<file path="src/rtl/uart_pkg.sv">
`default_nettype none
// ============================================================================
// uart_pkg : drain-FSM state encoding and default sizing shared by uart_txq.
// Revision : 1.0
// ============================================================================
package uart_pkg;

  localparam int DEFAULT_DEPTH        = 16;
  localparam int DEFAULT_BUSY_TIMEOUT = 8;

  typedef enum logic [1:0] {
    ST_IDLE      = 2'd0,
    ST_SEND      = 2'd1,
    ST_WAIT_BUSY = 2'd2,
    ST_WAIT_DONE = 2'd3
  } txq_state_e;

endpackage
`default_nettype wire

</file>
<file path="src/rtl/uart_txq_fifo.sv">
`default_nettype none
// ============================================================================
// uart_txq_fifo : byte FIFO with occupancy count; a push is still accepted
//                 when full if a pop happens in the same cycle.
// Revision      : 1.0
// ============================================================================
module uart_txq_fifo
  import uart_pkg::*;
#(
  parameter int DEPTH = DEFAULT_DEPTH
) (
  input  logic                   clk,
  input  logic                   rst,
  input  logic                   push_req,
  input  logic [7:0]             push_data,
  input  logic                   pop,
  output logic [7:0]             pop_data,
  output logic                   full,
  output logic                   empty,
  output logic                   push_drop,
  output logic [$clog2(DEPTH):0] level
);

  localparam int AW = $clog2(DEPTH);
  localparam int LW = AW + 1;
  localparam logic [LW-1:0] FULL_LEVEL = LW'(DEPTH);

  logic [7:0]    mem_q [DEPTH];
  logic [AW-1:0] wr_ptr_q, wr_ptr_d;
  logic [AW-1:0] rd_ptr_q, rd_ptr_d;
  logic [LW-1:0] level_q, level_d;
  logic          pop_ok;
  logic          push_ok;

  assign full     = (level_q == FULL_LEVEL);
  assign empty    = (level_q == '0);
  assign level    = level_q;
  assign pop_data = mem_q[rd_ptr_q];

  always_comb begin
    pop_ok    = pop && !empty;
    push_ok   = push_req && (!full || pop_ok);
    push_drop = push_req && !push_ok;
    wr_ptr_d  = wr_ptr_q;
    rd_ptr_d  = rd_ptr_q;
    level_d   = level_q;
    // DEPTH is a power of two, so pointers wrap by natural overflow
    if (push_ok) wr_ptr_d = wr_ptr_q + AW'(1);
    if (pop_ok)  rd_ptr_d = rd_ptr_q + AW'(1);
    case ({push_ok, pop_ok})
      2'b10:   level_d = level_q + LW'(1);
      2'b01:   level_d = level_q - LW'(1);
      default: level_d = level_q;
    endcase
  end

  always_ff @(posedge clk) begin
    if (rst) begin
      wr_ptr_q <= '0;
      rd_ptr_q <= '0;
      level_q  <= '0;
    end else begin
      wr_ptr_q <= wr_ptr_d;
      rd_ptr_q <= rd_ptr_d;
      level_q  <= level_d;
    end
  end

  always_ff @(posedge clk) begin
    if (push_ok) mem_q[wr_ptr_q] <= push_data;
  end

endmodule
`default_nettype wire

</file>
<file path="src/rtl/uart_txq.sv">
`default_nettype none
// ============================================================================
// uart_txq : byte queue draining into a UART serializer through a four-state
//            handshake FSM. Define UART_TXQ_OVF_COUNT_EN to add ovf_count.
// Revision : 1.0
// ============================================================================
module uart_txq
  import uart_pkg::*;
#(
  parameter int DEPTH        = DEFAULT_DEPTH,
  parameter int BUSY_TIMEOUT = DEFAULT_BUSY_TIMEOUT
) (
  input  logic                   clk,
  input  logic                   rst,
  input  logic                   wr_en,
  input  logic [7:0]             wr_data,
  output logic                   wr_ready,
  output logic [$clog2(DEPTH):0] level,
  output logic [7:0]             tx_data,
  output logic                   tx_send,
  input  logic                   tx_ready,
`ifdef UART_TXQ_OVF_COUNT_EN
  output logic                   overflow,
  output logic [7:0]             ovf_count
`else
  output logic                   overflow
`endif
);

  localparam int TW = $clog2(BUSY_TIMEOUT + 1);
  localparam logic [TW-1:0] TIMER_LAST = TW'(BUSY_TIMEOUT - 1);

  txq_state_e    state_q, state_d;
  logic [TW-1:0] timer_q, timer_d;
  logic [7:0]    tx_data_q, tx_data_d;
  logic          overflow_q, overflow_d;
  logic          pop;
  logic          fifo_full;
  logic          fifo_empty;
  logic          push_drop;
  logic [7:0]    head_data;

  uart_txq_fifo #(
    .DEPTH(DEPTH)
  ) u_fifo (
    .clk       (clk),
    .rst       (rst),
    .push_req  (wr_en),
    .push_data (wr_data),
    .pop       (pop),
    .pop_data  (head_data),
    .full      (fifo_full),
    .empty     (fifo_empty),
    .push_drop (push_drop),
    .level     (level)
  );

  assign wr_ready = !fifo_full;
  assign tx_send  = (state_q == ST_SEND);
  assign tx_data  = tx_data_q;
  assign overflow = overflow_q;

  always_comb begin
    state_d    = state_q;
    timer_d    = timer_q;
    tx_data_d  = tx_data_q;
    overflow_d = overflow_q | push_drop;
    pop        = 1'b0;
    case (state_q)
      ST_IDLE: begin
        // head is captured here so tx_data is already valid during SEND
        if (!fifo_empty && tx_ready) begin
          state_d   = ST_SEND;
          tx_data_d = head_data;
        end
      end
      ST_SEND: begin
        pop     = 1'b1;
        timer_d = '0;
        state_d = ST_WAIT_BUSY;
      end
      ST_WAIT_BUSY: begin
        if (!tx_ready || timer_q == TIMER_LAST) state_d = ST_WAIT_DONE;
        else                                    timer_d = timer_q + TW'(1);
      end
      ST_WAIT_DONE: begin
        if (tx_ready) state_d = ST_IDLE;
      end
      default: state_d = ST_IDLE;
    endcase
  end

  always_ff @(posedge clk) begin
    if (rst) begin
      state_q    <= ST_IDLE;
      timer_q    <= '0;
      tx_data_q  <= '0;
      overflow_q <= 1'b0;
    end else begin
      state_q    <= state_d;
      timer_q    <= timer_d;
      tx_data_q  <= tx_data_d;
      overflow_q <= overflow_d;
    end
  end

`ifdef UART_TXQ_OVF_COUNT_EN
  logic [7:0] ovf_count_q, ovf_count_d;

  assign ovf_count = ovf_count_q;

  always_comb begin
    ovf_count_d = ovf_count_q;
    if (push_drop && ovf_count_q != 8'hFF) ovf_count_d = ovf_count_q + 8'd1;
  end

  always_ff @(posedge clk) begin
    if (rst) ovf_count_q <= '0;
    else     ovf_count_q <= ovf_count_d;
  end
`endif

endmodule
`default_nettype wire

</file>
<file path="config.mk">
export PLATFORM = sky130hd
export DESIGN_NAME = uart_txq
export DESIGN_NICKNAME = d
export VERILOG_FILES = /design/src/rtl/uart_pkg.sv /design/src/rtl/uart_txq_fifo.sv /design/src/rtl/uart_txq.sv
export SDC_FILE = /design/constraint.sdc
export NUM_CORES = 1
export LEC_CHECK = 0
export CORE_ASPECT_RATIO = 1.75
export CORE_MARGIN = 2
export CORE_UTILIZATION = 60
export CTS_CLUSTER_SIZE = 24
export DETAILED_ROUTE_END_ITERATION = 8
export PLACE_DENSITY = 0.79
export SLEW_MARGIN = 15
export SYNTH_ARGS = -nofsm -noshare
export SYNTH_HDL_FRONTEND = slang
export SYNTH_HIERARCHICAL = 1
export SYNTH_SLANG_ARGS = --single-unit
</file>
<file path="constraint.sdc">
create_clock -name clk -period 3.1 [get_ports clk]
set_input_delay 0.62 -clock clk [delete_from_list [all_inputs] [get_ports clk]]
set_output_delay 0.62 -clock clk [all_outputs]
set_load 0.05 [all_outputs]
</file>
---- After elaboration in Yosys (flattened, before gate mapping) ----
Memories as Yosys holds them, arrays and structs flattened. A register that Yosys moved wholly into a read port is not among the register bits.
Cells that the tools add are included.
storage, ports and cells
  memory bits (writable) .................. 128
  flip-flop bits (word level) ............. 20
  output and inout bits ................... 16
  input port bits ......................... 12
  memories ................................ 1
  word-level logic and storage cells ...... 51
memories
  memory        words  bits a word  rd ports  clocked after memory_dff  wr ports  RTL line             source
  u_fifo.mem_q  16     8            1         1                         1         uart_txq_fifo.sv:28  logic [7:0] mem_q [DEPTH];
operators by class
  reduce and logical (&&, ||, !) cells .... 17
  equal/unequal tests ..................... 11
  mux-type cells .......................... 10
  add/sub/neg operators ................... 5
  bitwise logic cells ..................... 1
operators by type and width
  cell                                              count
  adder 4 x 1 -> 4 bit, second input constant       3
  case mux 5 bit (2 select lines)                   1
  != test 2 bit, second input constant              4
  case mux 2 bit (4 select lines)                   1
  case mux 4 bit (2 select lines)                   1
  == test 2 bit, second input constant              3
  two-way mux 2 bit                                 3
  adder 5 x 1 -> 5 bit, second input constant       1
  == test 5 bit, second input constant              1
  logical NOT 5 bit                                 1
  subtractor 5 x 1 -> 5 bit, second input constant  1
  == test 2 x 1 -> 1 bit, second input constant     2
  == test 4 x 3 -> 1 bit, second input constant     1
  logical AND 1 bit                                 4
  logical NOT 1 bit                                 4
  two-way mux 4 bit                                 1
  AND reduction 2 bit                               2
  nonzero test 2 bit                                2
  two-way mux 1 bit                                 3
  AND reduction 3 bit                               1
  logical NOT 2 bit                                 1
  logical OR 1 bit                                  2
  bitwise OR 1 bit                                  1

---- Longest topological paths before layout ----
Gate-level depths: netlist of run 1.
  depth in word-level cells ............... 8
  mapped depth ............................ 10

---- Cells and area by module ----
Netlist of run 1, hierarchy kept.
by module, submodules not included
  module         cells each  area an instance (µm²)  sequential area each (µm²)  instances
  uart_txq_fifo  323         5859.4                  4184.0                      1
  uart_txq       73          709.4                   300.3                       1

---- Worst setup path before layout of run 1 ----
OpenSTA, ideal clock, no wires.
  path kind ............................... reg2reg
  from .................................... register state_q[1]
  to ...................................... register u_fifo.level_q[4] (netlist: u_fifo/level[4])
  period minus slack after synthesis ...... 2.830 ns
  arrival ................................. 2.696 ns
  path slack .............................. 0.270 ns
  cell stages (with the launch flop) ...... 10
  path through ............................ dfxtp_1 inv_1 ha_1 nor2b_1 o21ai_4 fa_1 nand2b_1 o2bb2ai_1 mux2i_1 or4_1
between the ends
  word-level cells in the longest chain between the ends .. 7
RTL lines
  element                                                                RTL line             source
  start: declaration                                                     uart_txq.sv:33       txq_state_e state_q, state_d;
  start signal: assignment                                               uart_txq.sv:100      state_q <= state_d;
  == test 2 x 1 -> 1 bit *                                               n/a
  named net tx_send                                                      uart_txq.sv:20       output logic tx_send,
  two-way mux 1 bit *                                                    uart_txq.sv:69       case (state_q)
  logical AND 1 bit *                                                    uart_txq_fifo.sv:41  pop_ok = pop && !empty;
  logical OR 1 bit                                                       uart_txq_fifo.sv:42  push_ok = push_req && (!full || pop_ok);
  logical AND 1 bit                                                      uart_txq_fifo.sv:42
  == test 2 x 1 -> 1 bit or == test 2 bit (tied branches)                uart_txq_fifo.sv:50  case ({push_ok, pop_ok})
  case mux 5 bit (2 select lines) or nonzero test 2 bit (tied branches)  n/a
  end signal: assignment                                                 uart_txq_fifo.sv:65  level_q <= level_d;
  end: declaration                                                       uart_txq_fifo.sv:31  logic [LW-1:0] level_q, level_d;
The timed path passes the listed nets; every way through them passes the cells marked *.
A chain may end at the register's enable or synchronous reset.

---- Worst setup path after layout of run 1 ----
  from .................................... register u_fifo.level_q[0] (netlist: u_fifo/level[0])
  to ...................................... register u_fifo.level_q[4] (netlist: u_fifo/level[4])
between the ends
  word-level cells in the longest chain between the ends .. 7
RTL lines
  element                                                                RTL line             source
  logical NOT 5 bit                                                      uart_txq_fifo.sv:36  assign empty = (level_q == '0);
  logical NOT 1 bit                                                      uart_txq_fifo.sv:41
  logical AND 1 bit                                                      uart_txq_fifo.sv:41
  logical OR 1 bit                                                       uart_txq_fifo.sv:42
  logical AND 1 bit                                                      uart_txq_fifo.sv:42
  == test 2 x 1 -> 1 bit or == test 2 bit (tied branches)                uart_txq_fifo.sv:50
  case mux 5 bit (2 select lines) or nonzero test 2 bit (tied branches)  n/a
Parallel ways exist; a longest one is shown, timed or not.

==> results.toml, run 1 <==
[die]
core_area_sq_um = 10700
die_h_um = 142
start_util = 0.614
dieArea_sq_um = 11800
dieWidth_um = 83.1
ioPinCount = 28
num_rows = 50

[worst_setup_path]
timing.rr.start = "u_fifo/level[0]"
r2r_end = "u_fifo/level[4]"
criticalPathCategory = "reg -> reg"
crit_path_end_kind = "flop"
crit_arrival_ns = 3.00
r2r_slack_ns = 0.40
worstPathMaxFanout = 9
crit_path_max_incr_delay_ns = 0.60
crit_top_cell = "or4_1"
slowest_stage = "or4_1"
reg2regPathDepth = 7
crit_required_ns = 3.40
crit_chain = "or4_1, o21ai_4, inv_2, ha_1, o2bb2ai_1, a2111oi_0, or4_1"
critPathLaunchType = "flop"

[min_path]
hold_class = "reg -> reg"
hold_start = "overflow"
min_to = "overflow"
hold_depth = 2

[final_layout]
instances_no_fill = 575
syn_to_final_growth_pct = 16.0
finish.instance_area_sq_um = 7620
multiInputGateArea_sq_um = 1960
drive_above_1_share = 0.173
fin_nets = 459
regArea_sq_um = 4490
n_fill_cell = 681
insertedDiodeCount = 0

[timing]
maxSlewViolCount = 0
setup_ws_ns = 0.403
tightest_slew_ns = 0.743
fin_crit_sh = 0.870
rsz0062_at_grt = "false"
fin_crit_ns = 2.70
hold_viol = 0
maxSlewHeadroom = 0.504
fin_setup_tns_ns = 0
setup_viol = 0
finClkSkew_ns = 0.00845
max_freq_ghz = 0.371

[detailed_routing]
num_vias = 3651
wire_per_inst_um = 23.1
drcViolationCount = 0
first_pass_iters = 5
ant_nets = 0
wl_met1_um = 4510
routed-wl-met3_um = 528
routed_via_density = 6.35
drt_iter0_drc = 231
routed-wl-met2_um = 7680
wirelength_um = 13300
topRoutingLayerUsed = "met4"

[logic_synthesis]
synth.most_common_cell = "edfxtp_1"
synth.distinct_cells = 50
avgSynthCellArea_sq_um = 16.6
netlist_instances = 396
async_flop_share = 0
yosysTopAreaCell = "edfxtp_1"
synth_seq_cells = 160
synth_nets = 423
synth_area_sq_um = 6570
synthFlopType = "edfxtp_1"
synth_edf_count = 128
ys.warnings.count = 6
seq_area_frac_synth = 0.683
netlist.area_leader.share = 0.585
yosys-top-cells-count = "128 x edfxtp_1, 32 x dfxtp_1, 32 x mux4_2"
ys_top_cells_by_area = "edfxtp_1 59%, mux4_2 11%, dfxtp_1 9.8%, ha_1 2.7%, mux2i_1 2.1%"

[global_route]
grt_util_all_layers = 0.244
first_global_vias = 3844
antenna_found_initial = 0
grt-ovfl-total = 0
grt_pass1_wl_um = 20900
grt_max_degree = 33

[cts]
cts_setup_buffers = 0
numCtsBuffers = 17
cts_tree = "yes"
clk_latency_ns = 0.42
cts_root_buf = "clkbuf_16"
cts.clk_slew.worst_paths_ns = 0.06
cts_hold_buf = 0
h-tree-depth = 4
clk_path_buf_depth = 2
clock_sinks = 160

[placement]
portBuffers = 27
place_hpwl_um = 8510
place.gp.congestion = 0.776
place_ws_ns = 0.204
placed_cell_area_sq_um = 6990
dp.cells = 543

[pwr]
powerDensity_nw_per_um2 = 827
p_leak_nw = 2.63
ir_drop_v = 0.000589

[flow_run]
cap_violations = 0

[status]
status = "finished clean"
[report_power, final]
part | switching [mW] | internal [mW]
clock network | 0.797 | 1.37
registers | 0.104 | 2.46
logic | 0.897 | 0.672
total | 1.80 | 4.50
[worst max path at each step]
stage,startpoint,to,slack [ns],cells past startpoint
after detailed placement,wr_en,u_fifo/level[4],0.20,8
after global routing,u_fifo/level[0],u_fifo/level[4],0.25,7
after global placement,wr_en,u_fifo/level[4],0.26,8
final,u_fifo/level[0],u_fifo/level[4],0.40,7
after CTS,u_fifo/level[0],wr_ready,0.02,5
after floorplan,state_q[1],u_fifo/level[4],0.27,9
[sequential cells by signal, summed over array words and instances, names as in the netlist, named ones only]
signal and cells:
overflow 1, u_fifo/rd_ptr_q 4, tx_data 8, u_fifo/level 5, timer_q 4, u_fifo/mem_q 128
u_fifo/wr_ptr_q 4, state_q 2
[repair_timing]
item / 4_1_cts / 5_1_grt
resized for setup: 0 / 1
endpoints found under the hold margin: 0 / 0
setup endpoints to repair: 0 / 1
[area by class of cell]
type | count | share of cell area
timing repair buffer | 33 | 0.0433
clock inverter | 12 | 0.0240
inverter | 13 | 0.00640
clock buffer | 20 | 0.0586
multi-input combinational | 207 | 0.258
tap | 130 | 0.0213
sequential | 160 | 0.589
[cells by family after synthesis]
family                     Yosys count  share of synthesized area
AOI/OAI and AO/OA                   45                     0.0512
xor gates and xnor gates             5                    0.00667
adders and majority gates           15                     0.0297
buffers and inverters               29                     0.0185
DFF                                160                      0.683
muxes                               47                      0.133
and+or+nand+nor                     95                     0.0785
[layer usage]
layer,vias to the layer above,global-route usage
li1,1626,-
met1,1866,0.251
met2,123,0.451
met3,36,0.0522
met4,0,0.141
met5,-,0
[stage by stage]
stage | utilization | power, mW | hold slack (ns)
6_report | 0.712 | 6.30 | 0.482
4_1_cts | 0.712 | 6.35 | 0.488
2_1_floorplan | - | 3.76 | 0.481
3_5_place_dp | 0.653 | 4.18 | 0.463
3_3_place_gp | 0.653 | 4.14 | 0.453
5_1_grt | 0.712 | 6.55 | 0.516
[layout by cell type (no fill, tap or decap), drive strengths merged, types with 9 or more instances in the layout]
cell           Yosys  final
nand2              9      9
nand3              9      9
and2              14     14
edfxtp           128    128
inv               13     14
ha                14     14
clkbuf             9     20
a22oi             16     16
clkdlybuf4s50      0     26
mux2i             14     14
nor2              24     24
dfxtp             32     32
mux4              32     32
[critical path: cells and delay by family, from the launching register on]
family | cells | cell delay, ns
adders and majority gates | 1 | 0.32
and+or+nand+nor | 2 | 1.12
DFF | 1 | 0.37
buffers and inverters | 1 | 0.11
AOI/OAI and AO/OA | 3 | 0.65
Power figures use the tool's default switching activity.
==> run 2, diff against run 1 <==
==> constraint.sdc (replaced) <==
create_clock -name clk -period 3.1 [get_ports clk]
set_input_delay 0.93 -clock clk [delete_from_list [all_inputs] [get_ports clk]]
set_output_delay 0.93 -clock clk [all_outputs]
set_load 0.05 [all_outputs]
==> run 2 against run 1 <==
  * Via count is 0.41% lower
  * Sequential cell count stayed put
  * First-iteration DRC count rose by 21%
  * Highest routed layer unchanged
  * Largest cell class unchanged
  * Register-to-register slack about the same
  * Worst setup slack got worse by 0.15 ns
  * Critical path depth down 4
  * Utilization stayed put
  * Critical endpoint is now tx_send
  * Fmax down 5.3%
  * Combinational power is 3% lower
==> results.toml, run 2 (synthesized netlist as in run 1, its figures left out) <==
[worst_setup_path]
crit_arrival_ns = 1.92
crit_path_end_kind = "output port"
crit_chain = "inv_1, ha_1, clkdlybuf4s50_1"
crit_required_ns = 2.17
cp_top_family = "buffers and inverters"
criticalPathCategory = "reg -> out"
critPathLaunchType = "flop"
worstPathMaxFanout = 4
slowest_stage = "clkdlybuf4s50_1"
crit_path_max_incr_delay_ns = 0.83
crit_buf_inv = 2

[timing]
setup_ws_ns = 0.251
rsz0062_at_grt = "false"
setup_viol = 0
fin_setup_tns_ns = 0
finClkSkew_ns = 0.00898
maxSlewHeadroom = 0.486
max_freq_ghz = 0.351
maxSlewViolCount = 0
fin_crit_sh = 0.919
fin_crit_ns = 2.85
tightest_slew_ns = 0.770
hold_viol = 0

[detailed_routing]
wirelength_um = 12800
drcViolationCount = 0
drt_iter0_drc = 279
num_vias = 3636
ant_nets = 0
routed_via_density = 6.14
wire_per_inst_um = 21.7
first_pass_iters = 7

[die]
dieArea_sq_um = 11800
die_h_um = 142
core_area_sq_um = 10700
start_util = 0.614
num_rows = 50
dieWidth_um = 83.1
ioPinCount = 28

[global_route]
grt_max_degree = 33
first_global_vias = 3926
grt-ovfl-total = 0
grt_util_all_layers = 0.235
antenna_found_initial = 0
grt_pass1_wl_um = 20600

[final_layout]
syn_to_final_growth_pct = 16.0
n_fill_cell = 635
final_cell_mix = "128 x edfxtp_1, 32 x mux4_2, 31 x dfxtp_1, 26 x clkdlybuf4s50_1"
drive_above_1_share = 0.199
regArea_sq_um = 4490
regMostFlops = "u_fifo/mem_q"
largest_register_ffs = 128
insertedDiodeCount = 0
fin_nets = 476
multiInputGateArea_sq_um = 1960
final_common_cell = "edfxtp_1"

[placement]
portBuffers = 27
place_ws_ns = -0.0834
place_hpwl_um = 8840
place.gp.congestion = 0.781

[cts]
cts_setup_buffers = 0
clk_path_buf_depth = 2
h-tree-depth = 4
post_cts_resized = 0
cts.clk_slew.worst_paths_ns = 0.06
cts_root_buf = "clkbuf_16"
clock_sinks = 160
cts_tree = "yes"
clk_latency_ns = 0.41
numCtsBuffers = 17
cts_hold_buf = 0

[min_path]
hold_class = "reg -> reg"

[pwr]
power_mw = 5.95
p_leak_nw = 2.65
powerDensity_nw_per_um2 = 781
ir_drop_v = 0.000506

[status]
status = "finished clean"

[flow_run]
cap_violations = 0
==> run 2: final timing paths <==
check	start	to	slack, ns	depth (start not counted)
worst max-delay path	state_q[1]	tx_send	0.25	3
worst min-delay path	overflow	overflow	0.47	2
worst max register to register	u_fifo/level[0]	u_fifo/level[4]	0.41	7
worst min register to register	overflow	overflow	0.47	2
==> run 2: where the power goes <==
part | leakage, nW | total, mW | switching (mW) | internal [mW]
clock network | 0.240 | 1.81 | 0.771 | 1.04
registers | 1.42 | 2.61 | 0.155 | 2.46
logic | 0.991 | 1.52 | 0.847 | 0.678
==> run 2: layout make-up <==
| cell class | count | area share |
|---|---|---|
| clock inverters | 9 | 0.00805 |
| multi-input cells | 207 | 0.258 |
| flip-flops and latches | 160 | 0.589 |
| clock buffers | 23 | 0.0601 |
| repair buffers | 50 | 0.0578 |
| inverters | 13 | 0.00640 |
| well taps | 130 | 0.0213 |
==> run 2: worst min-delay path, cell delays in order (launching register included) <==
cell and delay (ns):
dfxtp_1 0.31, nor2_1 0.08, nor2_1 0.04
==> run 2: through the flow <==
stage / utilization / instances / cell area (sq um) / hold slack (ns)
floorplan: - / 396 / 6570 / 0.481
global route: 0.712 / 592 / 7620 / 0.515
global placement: 0.664 / 560 / 7100 / 0.452
detailed placement: 0.664 / 560 / 7100 / 0.458
CTS: 0.712 / 592 / 7620 / 0.474
finish: 0.712 / 592 / 7620 / 0.472
==> run 2: per-layer routing <==
metal,up-vias,track usage,routed length [um]
met5,-,0,0
met4,0,0.0932,361
met3,26,0.0493,403
met2,95,0.444,7470
met1,1862,0.253,4590
li1,1653,-,-
==> run 3, diff against run 2 <==
--- a/config.mk
+++ b/config.mk
@@ -10,9 +10,11 @@
 export CORE_UTILIZATION = 60
 export CTS_CLUSTER_SIZE = 24
 export DETAILED_ROUTE_END_ITERATION = 8
+export MAX_ROUTING_LAYER = met4
 export PLACE_DENSITY = 0.79
 export SLEW_MARGIN = 15
 export SYNTH_ARGS = -nofsm -noshare
 export SYNTH_HDL_FRONTEND = slang
 export SYNTH_HIERARCHICAL = 1
 export SYNTH_SLANG_ARGS = --single-unit
+export TNS_END_PERCENT = 50
==> run 3 against run 2 <==
  * Sequential share of layout area unchanged
  * Via count decreased by 0.69%
  * Count of clock-buffer cells in the layout unchanged
  * Total power about the same
==> results.toml, run 3 (synthesized netlist as in run 1, its figures left out) <==
[placement]
place.gp.congestion = 0.792
dp.cells = 560
placed_cell_area_sq_um = 7100
place_hpwl_um = 8840
portBuffers = 27

[min_path]
min_to = "overflow"
hold_start = "overflow"
hold_depth = 2
hold_class = "reg -> reg"

[final_layout]
instances_no_fill = 592
drive_above_1_share = 0.199
finish.instance_area_sq_um = 7620
insertedDiodeCount = 0
fin_nets = 476
regMostFlops = "u_fifo/mem_q"
final_cell_mix = "128 x edfxtp_1, 32 x mux4_2, 31 x dfxtp_1, 26 x clkdlybuf4s50_1"
n_fill_cell = 635
largest_register_ffs = 128
syn_to_final_growth_pct = 16.0
final_common_cell = "edfxtp_1"
utilization = 0.712

[timing]
fin_setup_tns_ns = 0
tightest_slew_ns = 0.770
holdWs_ns = 0.472
rsz0062_at_grt = "false"
hold_viol = 0
max_freq_ghz = 0.351
fin_crit_ns = 2.85
setup_viol = 0
fin_crit_sh = 0.918
maxSlewViolCount = 0
finClkSkew_ns = 0.00482
maxSlewHeadroom = 0.485

[detailed_routing]
drcViolationCount = 0
drt_iter0_drc = 269
routed_via_density = 6.10
num_vias = 3611
first_pass_iters = 4
wirelength_um = 12800
wire_per_inst_um = 21.6
ant_nets = 0

[global_route]
grt_pass1_wl_um = 20500
grt_max_degree = 33
grt-ovfl-total = 0
antenna_found_initial = 0
first_global_vias = 3922
met2_usage = 0.444
gr-usage-met3 = 0.0505
gr-usage-met1 = 0.251
grt_util_all_layers = 0.242
gr-max-usage-layer = "met2"

[worst_setup_path]
timing.rr.start = "u_fifo/level[0]"
r2r_slack_ns = 0.41
crit_chain = "inv_1, ha_1, clkdlybuf4s50_1"
crit_path_max_incr_delay_ns = 0.83
slowest_stage = "clkdlybuf4s50_1"
criticalPathCategory = "reg -> out"
crit_required_ns = 2.17
worstPathMaxFanout = 4
crit_path_end_kind = "output port"
critPathLaunchType = "flop"
reg2regPathDepth = 7
r2r_end = "u_fifo/level[4]"
crit_arrival_ns = 1.92

[cts]
clk_latency_ns = 0.41
clock_sinks = 160
h-tree-depth = 4
post_cts_resized = 0
cts.clk_slew.worst_paths_ns = 0.06
cts_hold_buf = 0
numCtsBuffers = 17
clk_path_buf_depth = 2
cts_tree = "yes"
cts_setup_buffers = 0
cts_root_buf = "clkbuf_16"

[die]
core_area_sq_um = 10700
start_util = 0.614
num_rows = 50
die_h_um = 142
dieArea_sq_um = 11800
dieWidth_um = 83.1
ioPinCount = 28

[pwr]
p_leak_nw = 2.65
ir_drop_v = 0.000506
powerDensity_nw_per_um2 = 781

[flow_run]
cap_violations = 0

[status]
status = "finished clean"
==> run 3: worst max path at each step <==
stage / start / endpoint / slack (ns) / cells past startpoint
3_3_place_gp: wr_en / u_fifo/level[4] / -0.03 / 8
3_5_place_dp: wr_en / u_fifo/level[4] / -0.08 / 8
4_1_cts: state_q[1] / tx_send / 0.22 / 3
5_1_grt: state_q[1] / tx_send / 0.15 / 3
6_report: state_q[1] / tx_send / 0.25 / 3
2_1_floorplan: state_q[1] / u_fifo/level[4] / 0.27 / 9
==> run 3: metrics by stage <==
| step | power, mW | worst slack [ns] |
|---|---|---|
| CTS | 5.99 | 0.215 |
| floorplan | 3.76 | 0.270 |
| finish | 5.95 | 0.253 |
| detailed placement | 4.19 | -0.0834 |
| global route | 6.20 | 0.148 |
| global placement | 4.15 | -0.0322 |
==> run 3: area by class of cell <==
class	count	area, sq um	share of cell area
sequential	160	4490	0.589
multi-input combinational	207	1960	0.258
clock buffer	23	458	0.0601
clock inverter	9	61.3	0.00805
timing repair buffer	50	440	0.0578
tap	130	163	0.0213
inverter	13	48.8	0.00640
==> run 3: worst max-delay path, delay by kind of cell (launching register included) <==
family	cells	cell delay [ns]
buffers and inverters	2	0.94
DFF	1	0.34
adders and majority gates	1	0.24
==> run 3: power breakdown <==
group | internal (mW) | switching, mW | total [mW]
Combinational | 0.678 | 0.846 | 1.52
Sequential | 2.46 | 0.154 | 2.61
Clock | 1.04 | 0.773 | 1.81
==> run 3: metal layers <==
layer  up-vias  part of all wire
li1       1656                 -
met1      1826              0.35
met2       100              0.58
met3        29             0.039
met4         0             0.030
met5         -                 0
